File: src/rtl/respawn_sequencer_pkg.sv
// Shared types and default timing constants for the death/respawn sequencer.
package respawn_sequencer_pkg;

  typedef enum logic [2:0] {
    ST_IDLE,
    ST_PLAY,
    ST_FREEZE,
    ST_RESPAWN,
    ST_GAME_OVER
  } respawn_state_t;

  typedef logic [3:0] lives_t;

  localparam int DEF_START_LIVES  = 3;
  localparam int DEF_TICK_DIV     = 500_000;
  localparam int DEF_FREEZE_TICKS = 50;
  localparam int DEF_BLINK_TICKS  = 5;
  localparam int DEF_AUTO_TICKS   = 150;

  // Losing a life never wraps below zero.
  function automatic lives_t lives_dec(input lives_t l);
    return (l == 4'd0) ? l : l - 4'd1;
  endfunction

endpackage

File: src/rtl/respawn_sequencer_tick_divider.sv
// Free-running divider producing a one-cycle tick every TICK_DIV clocks;
// clear restarts the count so a new state sees a full first tick period.
module tick_divider
  import respawn_sequencer_pkg::*;
#(
  parameter int TICK_DIV = DEF_TICK_DIV
) (
  input  logic vga_clock,
  input  logic reset,
  input  logic clear,
  output logic tick
);

  localparam int W = (TICK_DIV > 2) ? $clog2(TICK_DIV) : 1;
  localparam logic [W-1:0] LAST = W'(TICK_DIV - 1);

  logic [W-1:0] count;

  always_ff @(posedge vga_clock or negedge reset) begin
    if (!reset) begin
      count <= '0;
    end else if (clear || count == LAST) begin
      count <= '0;
    end else begin
      count <= count + 1'b1;
    end
  end

  assign tick = (count == LAST);

endmodule

File: src/rtl/respawn_sequencer.sv
// Death/respawn sequencer for the active level: owns lives, level reset and input gating.
// Optional RESPAWN_AUTO_EN: leave RESPAWN automatically after AUTO_TICKS ticks.
module respawn_sequencer
  import respawn_sequencer_pkg::*;
#(
  parameter int START_LIVES  = DEF_START_LIVES,
  parameter int TICK_DIV     = DEF_TICK_DIV,
  parameter int FREEZE_TICKS = DEF_FREEZE_TICKS,
  parameter int BLINK_TICKS  = DEF_BLINK_TICKS,
  parameter int AUTO_TICKS   = DEF_AUTO_TICKS
) (
  input  logic   vga_clock,
  input  logic   reset,
  input  logic   start_button,
  input  logic   level_win,
  input  logic   level_lose,
  output logic   level_reset_n,
  output logic   input_enable,
  output logic   freeze,
  output logic   mario_visible,
  output logic   level_advance,
  output lives_t lives,
  output logic   game_over
);

  localparam int TMAX = (FREEZE_TICKS > AUTO_TICKS) ? FREEZE_TICKS : AUTO_TICKS;
  localparam int TW   = $clog2(TMAX + 1);
  localparam int BW   = $clog2(BLINK_TICKS + 1);

  // Registered FSM state; visible for checkers binding into this instance.
  respawn_state_t state;
  logic [TW-1:0]  tick_cnt;
  logic [BW-1:0]  blink_cnt;
  logic           armed;
  logic           tick;

  logic start_go, lose_go, freeze_done, auto_done, respawn_go, clear;

  // Every state change is decoded here so the divider restarts on the same edge.
  assign start_go    = (state == ST_IDLE) && !start_button;
  assign lose_go     = (state == ST_PLAY) && !level_win && level_lose;
  assign freeze_done = (state == ST_FREEZE) && tick && (tick_cnt == TW'(FREEZE_TICKS - 1));
`ifdef RESPAWN_AUTO_EN
  assign auto_done   = (state == ST_RESPAWN) && tick && (tick_cnt == TW'(AUTO_TICKS - 1));
`else
  assign auto_done   = 1'b0;
`endif
  assign respawn_go  = (state == ST_RESPAWN) && ((armed && !start_button) || auto_done);
  assign clear       = start_go || lose_go || freeze_done || respawn_go;

  tick_divider #(.TICK_DIV(TICK_DIV)) u_tick_divider (
    .vga_clock (vga_clock),
    .reset     (reset),
    .clear     (clear),
    .tick      (tick)
  );

  always_ff @(posedge vga_clock or negedge reset) begin
    if (!reset) begin
      state         <= ST_IDLE;
      lives         <= lives_t'(START_LIVES);
      level_reset_n <= 1'b0;
      input_enable  <= 1'b0;
      freeze        <= 1'b0;
      mario_visible <= 1'b1;
      level_advance <= 1'b0;
      game_over     <= 1'b0;
      tick_cnt      <= '0;
      blink_cnt     <= '0;
      armed         <= 1'b0;
    end else begin
      level_advance <= 1'b0;
      if (clear) begin
        tick_cnt <= '0;
      end else if (tick && tick_cnt != TW'(TMAX)) begin
        tick_cnt <= tick_cnt + 1'b1;
      end

      case (state)
        ST_IDLE: begin
          if (start_go) begin
            state         <= ST_PLAY;
            level_reset_n <= 1'b1;
            input_enable  <= 1'b1;
          end
        end

        ST_PLAY: begin
          if (level_win) begin
            // Pulse the level's reset for the cycle the advance is signalled.
            level_advance <= 1'b1;
            level_reset_n <= 1'b0;
          end else if (level_lose) begin
            state         <= ST_FREEZE;
            lives         <= lives_dec(lives);
            level_reset_n <= 1'b1;
            input_enable  <= 1'b0;
            freeze        <= 1'b1;
            mario_visible <= 1'b1;
            blink_cnt     <= '0;
          end else begin
            level_reset_n <= 1'b1;
          end
        end

        ST_FREEZE: begin
          if (freeze_done) begin
            freeze        <= 1'b0;
            mario_visible <= 1'b1;
            level_reset_n <= 1'b0;
            if (lives == 4'd0) begin
              state     <= ST_GAME_OVER;
              game_over <= 1'b1;
            end else begin
              state <= ST_RESPAWN;
              armed <= 1'b0;
            end
          end else if (tick) begin
            if (blink_cnt == BW'(BLINK_TICKS - 1)) begin
              blink_cnt     <= '0;
              mario_visible <= ~mario_visible;
            end else begin
              blink_cnt <= blink_cnt + 1'b1;
            end
          end
        end

        ST_RESPAWN: begin
          if (respawn_go) begin
            state         <= ST_PLAY;
            level_reset_n <= 1'b1;
            input_enable  <= 1'b1;
          end else if (start_button) begin
            armed <= 1'b1;
          end
        end

        ST_GAME_OVER: begin
          game_over     <= 1'b1;
          level_reset_n <= 1'b0;
          input_enable  <= 1'b0;
        end

        default: state <= ST_IDLE;
      endcase
    end
  end

endmodule

File: config.mk
export PLATFORM = sky130hd
export DESIGN_NAME = respawn_sequencer
export DESIGN_NICKNAME = d
export VERILOG_FILES = /design/src/rtl/respawn_sequencer_pkg.sv /design/src/rtl/respawn_sequencer_tick_divider.sv /design/src/rtl/respawn_sequencer.sv
export SDC_FILE = /design/constraint.sdc
export NUM_CORES = 1
export LEC_CHECK = 0
export ABC_AREA = 1
export BUFFER_PORTS_ARGS = -buffer_cell sky130_fd_sc_hd__clkbuf_2
export CORE_ASPECT_RATIO = 1.2
export CORE_MARGIN = 5
export CORE_UTILIZATION = 30
export CTS_CLUSTER_SIZE = 30
export DETAILED_ROUTE_END_ITERATION = 6
export MAX_ROUTING_LAYER = met4
export PLACE_DENSITY = 0.56
export SYNTH_ARGS = -nofsm -noshare
export SYNTH_HDL_FRONTEND = slang
export SYNTH_SLANG_ARGS = --single-unit
File: constraint.sdc
create_clock -name vga_clock -period 3.4 [get_ports vga_clock]
set_input_delay 0.51 -clock vga_clock [delete_from_list [all_inputs] [get_ports vga_clock]]
set_output_delay 0.51 -clock vga_clock [all_outputs]
set_load 0.01 [all_outputs]
==> impl_metrics.tcl, run 1 <==
set metrics [dict create \
    cts_root_buf "clkbuf_8" \
    routed_wl_um 5490 \
    synth_nets 363 \
    wl_per_cell_um 11.2 \
    clock_sinks 44 \
    dr.pass1.iters 4 \
    skew_ns 0.0105 \
    synth_ff_type "dfrtp_1" \
    final_cells 489 \
    core_mm2 0.00856 \
    die_h_um 113 \
    post-place-cells 481 \
    viasPerCell 4.58 \
    nets 383 \
    cts_htree_levels 2 \
    place_hpwl_um 4170 \
    syn2layout_area_growth_pct 11.1 \
    rows 37 \
    reg2reg_from "u_tick_divider.count[0]" \
    rrSetupSlack_ns 1.43 \
    final_max_slew_viol_count 0 \
    p_per_area_mw_per_mm2 519 \
    ys_seq_elements 44 \
    sw_frac_of_total_pct 38.3 \
    ant_nets 0 \
    cts_repair_resize_count 0 \
    setup_tns_ns 0 \
    crit_arrival_ns 2.11 \
    rsz0062_at_grt "no" \
    tritoncts "done" \
    final_hold_viol_count 0 \
    fin_util_pct 34.1 \
    final_cell_mix "nand2_1 (86), nor2_1 (53), inv_1 (44), dfrtp_1 (41), nand3_1 (22)" \
    drive_gt1_share_pct 12.4 \
    seq_power_share_pct 44.3 \
    gp_congestion 0.842 \
    grt_usage_pct 11.4 \
    ir_drop_mv 0.270 \
    power_frac_comb_pct 33.1 \
    clkPwrFrac_pct 22.6 \
    clk_pin_slew_worst_paths_ns 0.08 \
    status "finished, final reports clean" \
    cts_buffers 5 \
    grt_max_degree 28 \
    ys_seq_area_share_pct 42.0 \
    overflow 0 \
    setup_ws_ns 1.43 \
    hold_slack_ns 0.246 \
    total_power_mw 1.52 \
    setup.worst_path.start_class "register" \
    worstPathRequired_ns 3.54 \
    fillers 919 \
    setup_viol 0 \
    path_class "register to register" \
    fin_area_mm2 0.00292 \
    io_pins 15 \
    clk_path_buf_depth 2 \
    place_ws_ns 1.41 \
    num_vias 2238 \
    io_buffers 14 \
    antenna_found_initial 0 \
    tightest_slew_ns 0.821 \
    synth_cell_type_count 31 \
    drv_cap 0 \
    max_freq_mhz 508 \
    cts_hold_buffers 0 \
    drc 0 \
    first_iter_violations 64 \
    clk_latency_ns 0.30 \
    crit_fanout 19 \
    final_common_cell "nand2_1" \
    post-route-min-period_ns 1.97 \
    async_flop_share_pct 100 \
    cp-startpoint "u_tick_divider.count[0]" \
    p_switching_uw 581 \
    p_int_uw 934 \
    die_w_um 95.5 \
    hold_class "primary input to async pin" \
    grt_pass1_wl_um 9670 \
    die_area_mm2 0.0107 \
    grt_pass1_vias 2147 \
    syn_area_mm2 0.00263 \
    synth.avg_cell_area_um2 7.49 \
    antenna_cells 0 \
    fin_crit_sh_pct 57.9 \
    initial_core_util_pct 30.7 \
    cts_setup_buffers 0 \
    power.leakage_nw 1.32 \
    critPathCaptureType "register" \
    max-slew-margin-rel_pct 45.3 \
    synth_edf_count 0 \
    syn_inst 351 \
    placed_area_mm2 0.00283 \
    yosysWarnings 0 \
]
-- logic make-up after synthesis --
group / Yosys count / share of synthesized area, %
flip-flops: 44 / 42.0
AO/OA/AOI/OAI: 25 / 5.62
XOR/XNOR: 14 / 4.66
adder cells (fa/ha/maj): 7 / 3.33
AND/OR/NAND/NOR: 211 / 36.6
buffers and inverters: 50 / 7.71
-- synthesized netlist by cell type (3+ instances only) --
| library cell | n | share of area (%) |
|---|---|---|
| xor2_1 | 12 | 4.0 |
| o21ai_2 | 3 | 1.0 |
| dfrtp_1 | 41 | 39 |
| nand2_1 | 86 | 12 |
| a21oi_1 | 6 | 1.1 |
| nor3_1 | 13 | 2.5 |
| nor2_1 | 53 | 7.6 |
| o21ai_1 | 5 | 0.95 |
| nor3b_1 | 4 | 1.1 |
| nand4_1 | 13 | 3.1 |
| o21ai_0 | 7 | 1.3 |
| nor2_2 | 3 | 0.71 |
| nand3_1 | 22 | 4.2 |
| inv_1 | 44 | 6.3 |
| nand2_2 | 5 | 1.2 |
| inv_2 | 3 | 0.43 |
| nand3b_1 | 4 | 1.1 |
| nand3_2 | 4 | 1.5 |
| dfstp_2 | 3 | 3.0 |
| ha_1 | 7 | 3.3 |
-- power by group through the flow --
stage / clock network, mW / logic [mW] / registers (mW)
after detailed placement: 0 / 0.509 / 0.681
after global routing: 0.384 / 0.575 / 0.683
after floorplan: 0 / 0.411 / 0.667
after global placement: 0 / 0.506 / 0.680
after CTS: 0.361 / 0.511 / 0.672
final: 0.343 / 0.501 / 0.671
-- worst paths after layout --
kind / cells after the start / to
min in group vga_clock: 2 / game_over
worst max register to register: 6 / u_tick_divider.count[3]
worst min register to register: 2 / game_over
worst min-delay path: 1 / u_tick_divider.count[13]
worst max-delay path: 6 / u_tick_divider.count[3]
max in group asynchronous: 2 / lives[0]
-- state kept, by name (all words and copies together), names as in the netlist --
name / flops
u_tick_divider.count: 19
freeze: 1
mario_visible: 1
blink_cnt: 3
level_reset_n: 1
tick_cnt: 8
input_enable: 1
armed: 1
lives: 4
state: 3
level_advance: 1
game_over: 1
-- routing by layer --
metal / GRT usage [%] / vias up / part of all wire, % / routed length, µm
li1: - / 1162 / - / -
met1: 14.0 / 1045 / 48 / 2620
met4: 3.70 / 0 / 1.3 / 69
met5: - / - / 0 / 0
met2: 18.7 / 26 / 48 / 2650
met3: 2.21 / 5 / 2.8 / 153
-- layout make-up --
| cell class | count | area [µm²] | share of cell area [%] |
|---|---|---|---|
| clock buffers | 8 | 90.1 | 3.08 |
| flip-flops and latches | 44 | 1100 | 37.8 |
| multi-input cells | 257 | 1320 | 45.2 |
| repair buffers | 15 | 77.6 | 2.66 |
| well taps | 117 | 146 | 5.01 |
| inverters | 48 | 180 | 6.17 |
-- worst max-delay path: stages (launching register included) --
cell and delay (ns):
dfrtp_1 0.43, ha_1 0.25, nand3_2 0.15, clkinv_1 0.10, nand3_2 0.11, o21ai_2 0.66
nor3b_1 0.11
Power figures use the tool's default switching activity.
==> run 2, diff against run 1 <==
--- a/config.mk
+++ b/config.mk
@@ -13,7 +13,7 @@
 export CTS_CLUSTER_SIZE = 30
 export DETAILED_ROUTE_END_ITERATION = 6
 export MAX_ROUTING_LAYER = met4
-export PLACE_DENSITY = 0.56
+export PLACE_DENSITY = 0.58
 export SYNTH_ARGS = -nofsm -noshare
 export SYNTH_HDL_FRONTEND = slang
 export SYNTH_SLANG_ARGS = --single-unit
==> constraint.sdc (replaced) <==
create_clock -name vga_clock -period 1.6 [get_ports vga_clock]
set_input_delay 0.24 -clock vga_clock [delete_from_list [all_inputs] [get_ports vga_clock]]
set_output_delay 0.24 -clock vga_clock [all_outputs]
set_load 0.01 [all_outputs]
==> run 2 against run 1 <==
  * Non-clock buffer count increased by 27
  * Via count increased by 8.1%
  * Critical path depth increased by 4
  * Register-to-register slack got worse by 1.4 ns
  * Clock skew decreased by 0.0010 ns
  * First-iteration DRC count increased by 36%
  * Setup slack got worse by 1.4 ns
  * Worst hold slack improved by 0.036 ns
  * Count of clock-buffer cells in the layout decreased by 1
  * Critical endpoint is now state[1]
==> impl_metrics.tcl, run 2 (synthesized netlist as in run 1, its figures left out) <==
set metrics [dict create \
    first_iter_violations 87 \
    die_w_um 95.5 \
    clk_path_buf_depth 2 \
    largest_reg_flops 19 \
    clk_pin_slew_worst_paths_ns 0.09 \
    ant_nets 0 \
    final_max_slew_viol_count 0 \
    io_pins 15 \
    placed_area_mm2 0.00301 \
    critPathCaptureType "register" \
    fin_util_pct 38.8 \
    clock_sinks 44 \
    rows 37 \
    p_per_area_mw_per_mm2 1090 \
    final_hold_viol_count 0 \
    tightest_slew_ns 0.430 \
    power.leakage_nw 1.52 \
    drv_cap 0 \
    num_vias 2420 \
    max-slew-margin-rel_pct 71.1 \
    largestRegisters "u_tick_divider.count: 19 flops, tick_cnt: 8 flops, lives: 4 flops" \
    crit_arrival_ns 1.73 \
    setup_tns_ns 0 \
    crit_fanout 6 \
    core_mm2 0.00856 \
    grt_max_degree 45 \
    io_buffers 14 \
    wl_per_cell_um 11.4 \
    hold_class "primary input to register" \
    grt_pass1_wl_um 10200 \
    clk_latency_ns 0.30 \
    cts_htree_levels 2 \
    dr.pass1.iters 4 \
    nets 410 \
    viasPerCell 4.69 \
    tritoncts "done" \
    top_register "u_tick_divider.count" \
    status "finished, final reports clean" \
    post-route-min-period_ns 1.53 \
    die_area_mm2 0.0107 \
    drc 0 \
    fin_crit_sh_pct 95.8 \
    cts_buffers 5 \
    final_cell_mix "nand2_1 (80), nor2_1 (45), inv_1 (40), dfrtp_1 (38), buf_4 (24)" \
    max_freq_mhz 653 \
    syn2layout_area_growth_pct 26.4 \
    skew_ns 0.00952 \
    setup_viol 0 \
    final_common_cell "nand2_1" \
    overflow 0 \
    ir_drop_mv 0.498 \
    drive_gt1_share_pct 26.6 \
    place_hpwl_um 4290 \
    die_h_um 113 \
    grt_usage_pct 12.1 \
    final_cells 516 \
    path_class "register to register" \
    rsz0062_at_grt "yes" \
    setup.worst_path.start_class "register" \
    gp_congestion 0.852 \
    worstPathRequired_ns 1.80 \
    grt_pass1_vias 2292 \
    cts_root_buf "clkbuf_8" \
    post-place-cells 501 \
    total_power_mw 3.63 \
    routed_wl_um 5890 \
    antenna_found_initial 0 \
    rrSetupSlack_ns 0.07 \
    antenna_cells 0 \
    initial_core_util_pct 30.7 \
    fin_area_mm2 0.00332 \
]
## run 2: stage by stage
step                hold WS [ns]  worst slack, ns
floorplan                -0.0556           0.0210
global placement           0.247          -0.0251
detailed placement         0.249          -0.0421
CTS                        0.232          0.00200
global route               0.303          -0.0265
finish                     0.282           0.0680
## run 2: cell type report
| cell class | count | area, µm² |
|---|---|---|
| clock buffer | 7 | 76.3 |
| clock inverter | 1 | 5.00 |
| fill | 893 | 5240 |
| inverter | 48 | 188 |
| multi-input combinational | 257 | 1490 |
| sequential | 44 | 1110 |
| tap | 117 | 146 |
| timing repair buffer | 42 | 312 |
## run 2: worst max-delay path, stage by stage (launching register included)
cell and delay (ns):
dfrtp_1 0.41, inv_1 0.08, nand2_1 0.09, nor2_2 0.16
nand3_4 0.10, nor2_4 0.16, nand2_4 0.11, nand2_8 0.12
nand2_4 0.07, nand2_1 0.08, o21ai_2 0.05
## run 2: timing repair
| action | CTS | global route |
|---|---|---|
| hold buffers | 1 | 0 |
| gates resized for setup | 6 | 45 |
| endpoints found under the setup margin | 7 | 41 |
| buffers inserted | 1 | 5 |
| pin swaps | 1 | 6 |
| endpoints found under the hold margin | 41 | 0 |
## run 2: metal layers
layer	global-route usage, %	part of all wire, %
met1	15.0	45
met2	19.1	50
met3	2.61	3.1
met4	4.55	2.1
met5	-	0
## run 2: path summary, 6_finish.rpt
path / cells past startpoint / to / from
max in group asynchronous: 3 / lives[1] / reset
min in group asynchronous: 3 / u_tick_divider.count[14] / reset
worst max-delay path: 10 / state[1] / u_tick_divider.count[12]
worst max register to register: 10 / state[1] / u_tick_divider.count[12]
worst min register to register: 2 / game_over / game_over
worst min-delay path: 3 / level_advance / level_win
## run 2: power breakdown
group | leakage [nW] | total (mW) | switching (mW) | internal [mW]
Combinational | 0.896 | 1.50 | 0.881 | 0.615
Sequential | 0.580 | 1.43 | 0.160 | 1.27
Clock | 0.0422 | 0.699 | 0.392 | 0.308
Total | 1.52 | 3.63 | 1.43 | 2.19
